[config.mk]
export PLATFORM = sky130hd
export DESIGN_NAME = staff_renderer
export DESIGN_NICKNAME = d
export VERILOG_FILES = /design/src/rtl/staff_renderer.sv
export SDC_FILE = /design/constraint.sdc
export NUM_CORES = 1
export LEC_CHECK = 0
export CAP_MARGIN = 20
export CORE_UTILIZATION = 31
export DETAILED_ROUTE_END_ITERATION = 16
export GPL_TIMING_DRIVEN = 0
export HOLD_SLACK_MARGIN = 0.02
export PLACE_DENSITY_LB_ADDON = 0.05
export REMOVE_ABC_BUFFERS = 1
export SLEW_MARGIN = 0
export SYNTH_ARGS = -nofsm -noshare
export SYNTH_HDL_FRONTEND = slang
export SYNTH_SLANG_ARGS = --single-unit
[constraint.sdc]
create_clock -name clk_in -period 3.57 [get_ports clk_in]
set_input_delay 0.8925 -clock clk_in [delete_from_list [all_inputs] [get_ports clk_in]]
set_output_delay 0.8925 -clock clk_in [all_outputs]
set_load 0.03 [all_outputs]
[src/rtl/staff_renderer.sv]
// Music staff overlay: draws five staff lines, stored note heads and an
// insertion cursor into a video stream through a fixed 2-cycle pixel pipeline.
module staff_renderer #(
  parameter int unsigned STAFF_LEFT = 64,
  parameter int unsigned STAFF_TOP  = 200,
  parameter int unsigned NUM_SLOTS  = 16
) (
  input  logic        clk_in,
  input  logic        rst_in,
  input  logic [10:0] hcount_in,
  input  logic [9:0]  vcount_in,
  input  logic        data_valid_in,
  input  logic        note_valid_in,
  input  logic [6:0]  note_pitch_in,
  output logic        note_ready_out,
  input  logic        clear_in,
  output logic [1:0]  staff_pixel_out,
  output logic        staff_valid_out
);

  localparam int unsigned SLOT_W     = $clog2(NUM_SLOTS);
  localparam int unsigned DX_W       = SLOT_W + 5;
  localparam int unsigned REGION_END = STAFF_LEFT + 32 * NUM_SLOTS;

  // Pitch to staff position q = diatonic step above E4 plus 2; sharps share the natural below.
  function automatic logic [3:0] pitch_to_q(input logic [6:0] pitch);
    logic [3:0] q;
    case (pitch)
      7'd60, 7'd61: q = 4'd0;
      7'd62, 7'd63: q = 4'd1;
      7'd64:        q = 4'd2;
      7'd65, 7'd66: q = 4'd3;
      7'd67, 7'd68: q = 4'd4;
      7'd69, 7'd70: q = 4'd5;
      7'd71:        q = 4'd6;
      7'd72, 7'd73: q = 4'd7;
      7'd74, 7'd75: q = 4'd8;
      7'd76:        q = 4'd9;
      7'd77, 7'd78: q = 4'd10;
      7'd79, 7'd80: q = 4'd11;
      7'd81:        q = 4'd12;
      default:      q = 4'd0;
    endcase
    return q;
  endfunction

  logic [4:0]           count;
  logic [NUM_SLOTS-1:0] slot_valid;
  logic [3:0]           slot_q [NUM_SLOTS];

  logic pitch_ok;
  logic write_en;
  logic not_full;

  assign not_full       = count < 5'(NUM_SLOTS);
  assign note_ready_out = !rst_in && !clear_in && not_full;
  assign pitch_ok       = (note_pitch_in >= 7'd60) && (note_pitch_in <= 7'd81);
  assign write_en       = note_valid_in && note_ready_out && pitch_ok;

  // Note buffer occupancy and per-slot valid bits; clear and reset empty the buffer.
  always_ff @(posedge clk_in) begin
    if (rst_in || clear_in) begin
      count      <= 5'd0;
      slot_valid <= '0;
    end else if (write_en) begin
      slot_valid[count[SLOT_W-1:0]] <= 1'b1;
      count                         <= count + 5'd1;
    end
  end

  // Slot position storage; contents are only meaningful where the valid bit is set.
  always_ff @(posedge clk_in) begin
    if (write_en) begin
      slot_q[count[SLOT_W-1:0]] <= pitch_to_q(note_pitch_in);
    end
  end

  logic            in_region;
  logic [DX_W-1:0] dx;

  assign in_region = ({1'b0, hcount_in} >= 12'(STAFF_LEFT)) &&
                     ({1'b0, hcount_in} <  12'(REGION_END));
  assign dx        = DX_W'(hcount_in - 11'(STAFF_LEFT));

  logic              s1_valid;
  logic              s1_in_region;
  logic [SLOT_W-1:0] s1_slot;
  logic [4:0]        s1_off;
  logic [9:0]        s1_y;
  logic              s1_note_vld;
  logic [3:0]        s1_q;

  // Stage 1: register decoded coordinates and the addressed slot contents.
  always_ff @(posedge clk_in) begin
    if (rst_in) begin
      s1_valid     <= 1'b0;
      s1_in_region <= 1'b0;
      s1_slot      <= '0;
      s1_off       <= 5'd0;
      s1_y         <= 10'd0;
      s1_note_vld  <= 1'b0;
      s1_q         <= 4'd0;
    end else begin
      s1_valid     <= data_valid_in;
      s1_in_region <= in_region;
      s1_slot      <= dx[DX_W-1:5];
      s1_off       <= dx[4:0];
      s1_y         <= vcount_in;
      s1_note_vld  <= slot_valid[dx[DX_W-1:5]];
      s1_q         <= slot_q[dx[DX_W-1:5]];
    end
  end

  logic [9:0] dy;
  logic [9:0] head_top;
  logic       is_line;
  logic       is_head;
  logic       is_cursor;
  logic [1:0] pixel_next;

  assign dy       = s1_y - 10'(STAFF_TOP);
  assign head_top = 10'(STAFF_TOP + 76) - {3'b000, s1_q, 3'b000};

  // Classify the stage-1 pixel with cursor over head over staff line.
  always_comb begin
    pixel_next = 2'b00;
    is_line    = (s1_y >= 10'(STAFF_TOP)) && (dy <= 10'd65) && (dy[3:1] == 3'b000);
    is_head    = s1_note_vld && (s1_off >= 5'd12) && (s1_off <= 5'd19) &&
                 (s1_y >= head_top) && (s1_y < head_top + 10'd8);
    is_cursor  = not_full && (s1_slot == count[SLOT_W-1:0]) && (s1_off < 5'd2) &&
                 (s1_y >= 10'(STAFF_TOP - 16)) && (s1_y <= 10'(STAFF_TOP + 80));
    if (s1_in_region) begin
      if (is_cursor) begin
        pixel_next = 2'b11;
      end else if (is_head) begin
        pixel_next = 2'b10;
      end else if (is_line) begin
        pixel_next = 2'b01;
      end
    end
  end

  // Stage 2: register the classified pixel and its aligned valid.
  always_ff @(posedge clk_in) begin
    if (rst_in) begin
      staff_pixel_out <= 2'b00;
      staff_valid_out <= 1'b0;
    end else begin
      staff_pixel_out <= pixel_next;
      staff_valid_out <= s1_valid;
    end
  end

endmodule
==> qor.json <==
{
  "status": "completed",
  "grt_usage_pct": 14.7,
  "tritoncts.num_buffers": 17,
  "end_kind": "output port",
  "worstReg2RegEnd": "staff_pixel_out[0]",
  "num-fill-cells": 1516,
  "vert_die_dim_um": 129,
  "post_synth_num_cell_types": 50,
  "floorplan.rows": 46,
  "final_design_area_no_fill_um2": 6210,
  "critical_path_required_ns": 2.68,
  "cts.sinks": 113,
  "synth-seq-cells": 113,
  "slew_viol_final": 0,
  "num-nets-final": 479,
  "synth.avg_cell_area_um2": 13.1,
  "final-hold-violation-count": 0,
  "initial_drc_count": 65,
  "period_minus_slack_ns": 3.43,
  "cts_tree": "built",
  "layout-area-overhead-vs-synth_pct": 24.1,
  "synth.most_common_cell": "sky130_fd_sc_hd__edfxtp_1",
  "wire_per_inst_um": 17.1,
  "first_global_vias": 3092,
  "reported_max_cap_violation_count": 0,
  "grt.overflow.total": 0,
  "reg2reg_setup_slack_ns": 0.75,
  "numPortBuffers": 36,
  "cts-root-buf": "sky130_fd_sc_hd__clkbuf_16",
  "yosys.area.top_type": "sky130_fd_sc_hd__edfxtp_1",
  "ys_top_cells_by_area": "sky130_fd_sc_hd__edfxtp_1, sky130_fd_sc_hd__dfxtp_1, sky130_fd_sc_hd__mux4_2",
  "synth_edf_count": 64,
  "drive_above_1_share_pct": 15.4,
  "timing.rr.start": "s1_q[0]",
  "synthTopCellsByCount": "sky130_fd_sc_hd__edfxtp_1, sky130_fd_sc_hd__dfxtp_1, sky130_fd_sc_hd__nor2_1",
  "io_pins": 37,
  "synth_sequential_area_ratio_pct": 58.0,
  "instances_no_fill": 652,
  "min_period_over_period_pct": 96.1,
  "worstSetupPathType": "in2out",
  "dr_total_vias": 3041,
  "synth-warning-count": 0,
  "r2r.worst_path.cells": 10,
  "postRouteWirelength_um": 11200,
  "hold_depth": 1,
  "cts-root-to-sink-buffers": 2,
  "clock_skew_ns": 0.0119,
  "synth_top_cell_area_share_pct": 38.4,
  "diodes": 0,
  "antenna_violating_nets_post_route": 0,
  "finalSetupViolations": 0,
  "async_s_r_ff_share_synth_pct": 0,
  "routed_via_density": 4.66,
  "finalWorstSetupSlack_ns": 0.139,
  "dp_hpwl_um": 7900,
  "min-delay-path-class": "reg2reg",
  "critPathArrivalTime_ns": 2.54,
  "dp_slack_ns": -0.493,
  "tightest_slew_ns": 0.790,
  "holdPathEnd": "staff_valid_out",
  "synth_top_flop_cell": "sky130_fd_sc_hd__edfxtp_1",
  "static-leakage-power_nw": 2.24,
  "summed_instance_area_of_the_synthesized_netlist_um2": 5000,
  "insertion_delay_ns": 0.41,
  "final.setup.tns_ns": 0,
  "seqCellArea_um2": 2900,
  "grt_first_pass_wirelength_um": 17400,
  "slew-limit-headroom_pct": 47.3,
  "cts_htree_levels": 4,
  "placed_cells": 620,
  "postSynthCellCount": 381,
  "hp-start": "s1_valid",
  "floorplan.initialDensity_pct": 31.6,
  "drc_errors": 0,
  "initial_antenna_violation_count": 0,
  "pin_count_of_the_biggest_net_entering_global_routing": 26,
  "dpl-instance-area_um2": 5620,
  "dieWidth_um": 129,
  "crit_fanout": 25,
  "grt_setup_unrepaired": "false",
  "core_area_um2": 15800,
  "place_congestion": 0.689,
  "firstDrtPassIters": 6,
  "achievable-frequency_mhz": 291,
  "vdd_drop_max_mv": 0.481,
  "power_w": 0.00333,
  "multiInputGateArea_um2": 2000,
  "post-cts-setup-buffer-count": 0,
  "die-area_um2": 16700,
  "pwr_density_cell_nw_per_um2": 536,
  "timing.critical_path.from_type": "input pin",
  "path_clk_slew_ns": 0.05
}
==> worst max path at each step <==
stage | start | end | slack [ns] | depth (start not counted)
after detailed placement | rst_in | note_ready_out | -0.49 | 4
after floorplan | clear_in | slot_q[0][0] | 0.69 | 5
after global routing | rst_in | note_ready_out | 0.004 | 4
after global placement | rst_in | note_ready_out | -0.49 | 4
after CTS | rst_in | note_ready_out | 0.11 | 4
final | rst_in | note_ready_out | 0.14 | 4
==> registers in the layout, summed over array words and instances (netlist names) <==
signal / count
slot_q: 64
slot_valid: 16
s1_y: 10
count: 5
s1_off: 4
s1_q: 4
s1_slot: 4
staff_pixel_out: 2
s1_in_region: 1
s1_note_vld: 1
s1_valid: 1
staff_valid_out: 1
==> cells in the final DEF (no fill, tap or decap), types with 9 or more instances in the layout <==
| cell type | synthesis | final |
|---|---|---|
| sky130_fd_sc_hd__nand2_1 | 11 | 11 |
| sky130_fd_sc_hd__a21oi_1 | 12 | 12 |
| sky130_fd_sc_hd__edfxtp_1 | 64 | 64 |
| sky130_fd_sc_hd__clkdlybuf4s50_1 | 0 | 34 |
| sky130_fd_sc_hd__nor2_1 | 36 | 36 |
| sky130_fd_sc_hd__o21a_1 | 12 | 12 |
| sky130_fd_sc_hd__ha_1 | 22 | 22 |
| sky130_fd_sc_hd__dfxtp_1 | 49 | 49 |
| sky130_fd_sc_hd__clkbuf_16 | 0 | 17 |
| sky130_fd_sc_hd__xor2_1 | 10 | 10 |
| sky130_fd_sc_hd__inv_1 | 9 | 9 |
| sky130_fd_sc_hd__nor2b_1 | 22 | 22 |
| sky130_fd_sc_hd__mux2i_1 | 12 | 12 |
| sky130_fd_sc_hd__nand2b_1 | 9 | 9 |
| sky130_fd_sc_hd__mux4_2 | 20 | 20 |
==> per-stage QoR <==
| stage | utilization [%] | hold slack (ns) |
|---|---|---|
| 6_report | 39.2 | 0.437 |
| 5_1_grt | 39.2 | 0.465 |
| 4_1_cts | 39.2 | 0.442 |
| 3_5_place_dp | 35.5 | 0.429 |
| 3_3_place_gp | 35.1 | 0.416 |
| 2_1_floorplan | - | 0.414 |
==> worst max-delay path, stage by stage <==
cell and delay (ns):
sky130_fd_sc_hd__clkdlybuf4s15_2 0.40, sky130_fd_sc_hd__or2_1 0.39, sky130_fd_sc_hd__nor2_1 0.16, sky130_fd_sc_hd__clkdlybuf4s50_1 0.69
==> routing by layer <==
layer,vias to the layer above,GRT usage (%),wire (µm)
met4,0,5.26,169
li1,1499,-,-
met1,1489,17.6,5010
met5,-,0,0
met3,13,3.96,256
met2,40,25.5,5710
==> power by group <==
part	total, W	switching [W]	internal (W)
Sequential	0.00141	0.0000222	0.00139
Clock	0.00165	0.000563	0.00108
Combinational	0.000271	0.000138	0.000133
Total	0.00333	0.000723	0.00261
==> cell type report <==
class | instances | share of cell area, %
Clock inverter | 12 | 2.28
Multi-Input combinational cell | 241 | 32.2
Tap cell | 216 | 4.35
Clock buffer | 19 | 6.97
Inverter | 9 | 0.544
Sequential cell | 113 | 46.8
Timing Repair Buffer | 42 | 6.91
==> kinds of logic after synthesis <==
| group | Yosys count | share of synthesized area [%] |
|---|---|---|
| buffers and inverters | 27 | 2.18 |
| DFF | 113 | 58.0 |
| adders and majority gates | 23 | 5.73 |
| AOI/OAI and AO/OA | 59 | 8.15 |
| and+or+nand+nor | 113 | 12.2 |
| muxes | 32 | 11.4 |
| xor gates and xnor gates | 13 | 2.28 |
| other | 1 | 0.0749 |
==> timing repair <==
action | CTS | global route
setup endpoints to repair | 5 | 0
hold buffers | 0 | 0
gates resized for setup | 3 | 0
(Power assumes the default switching activity.)
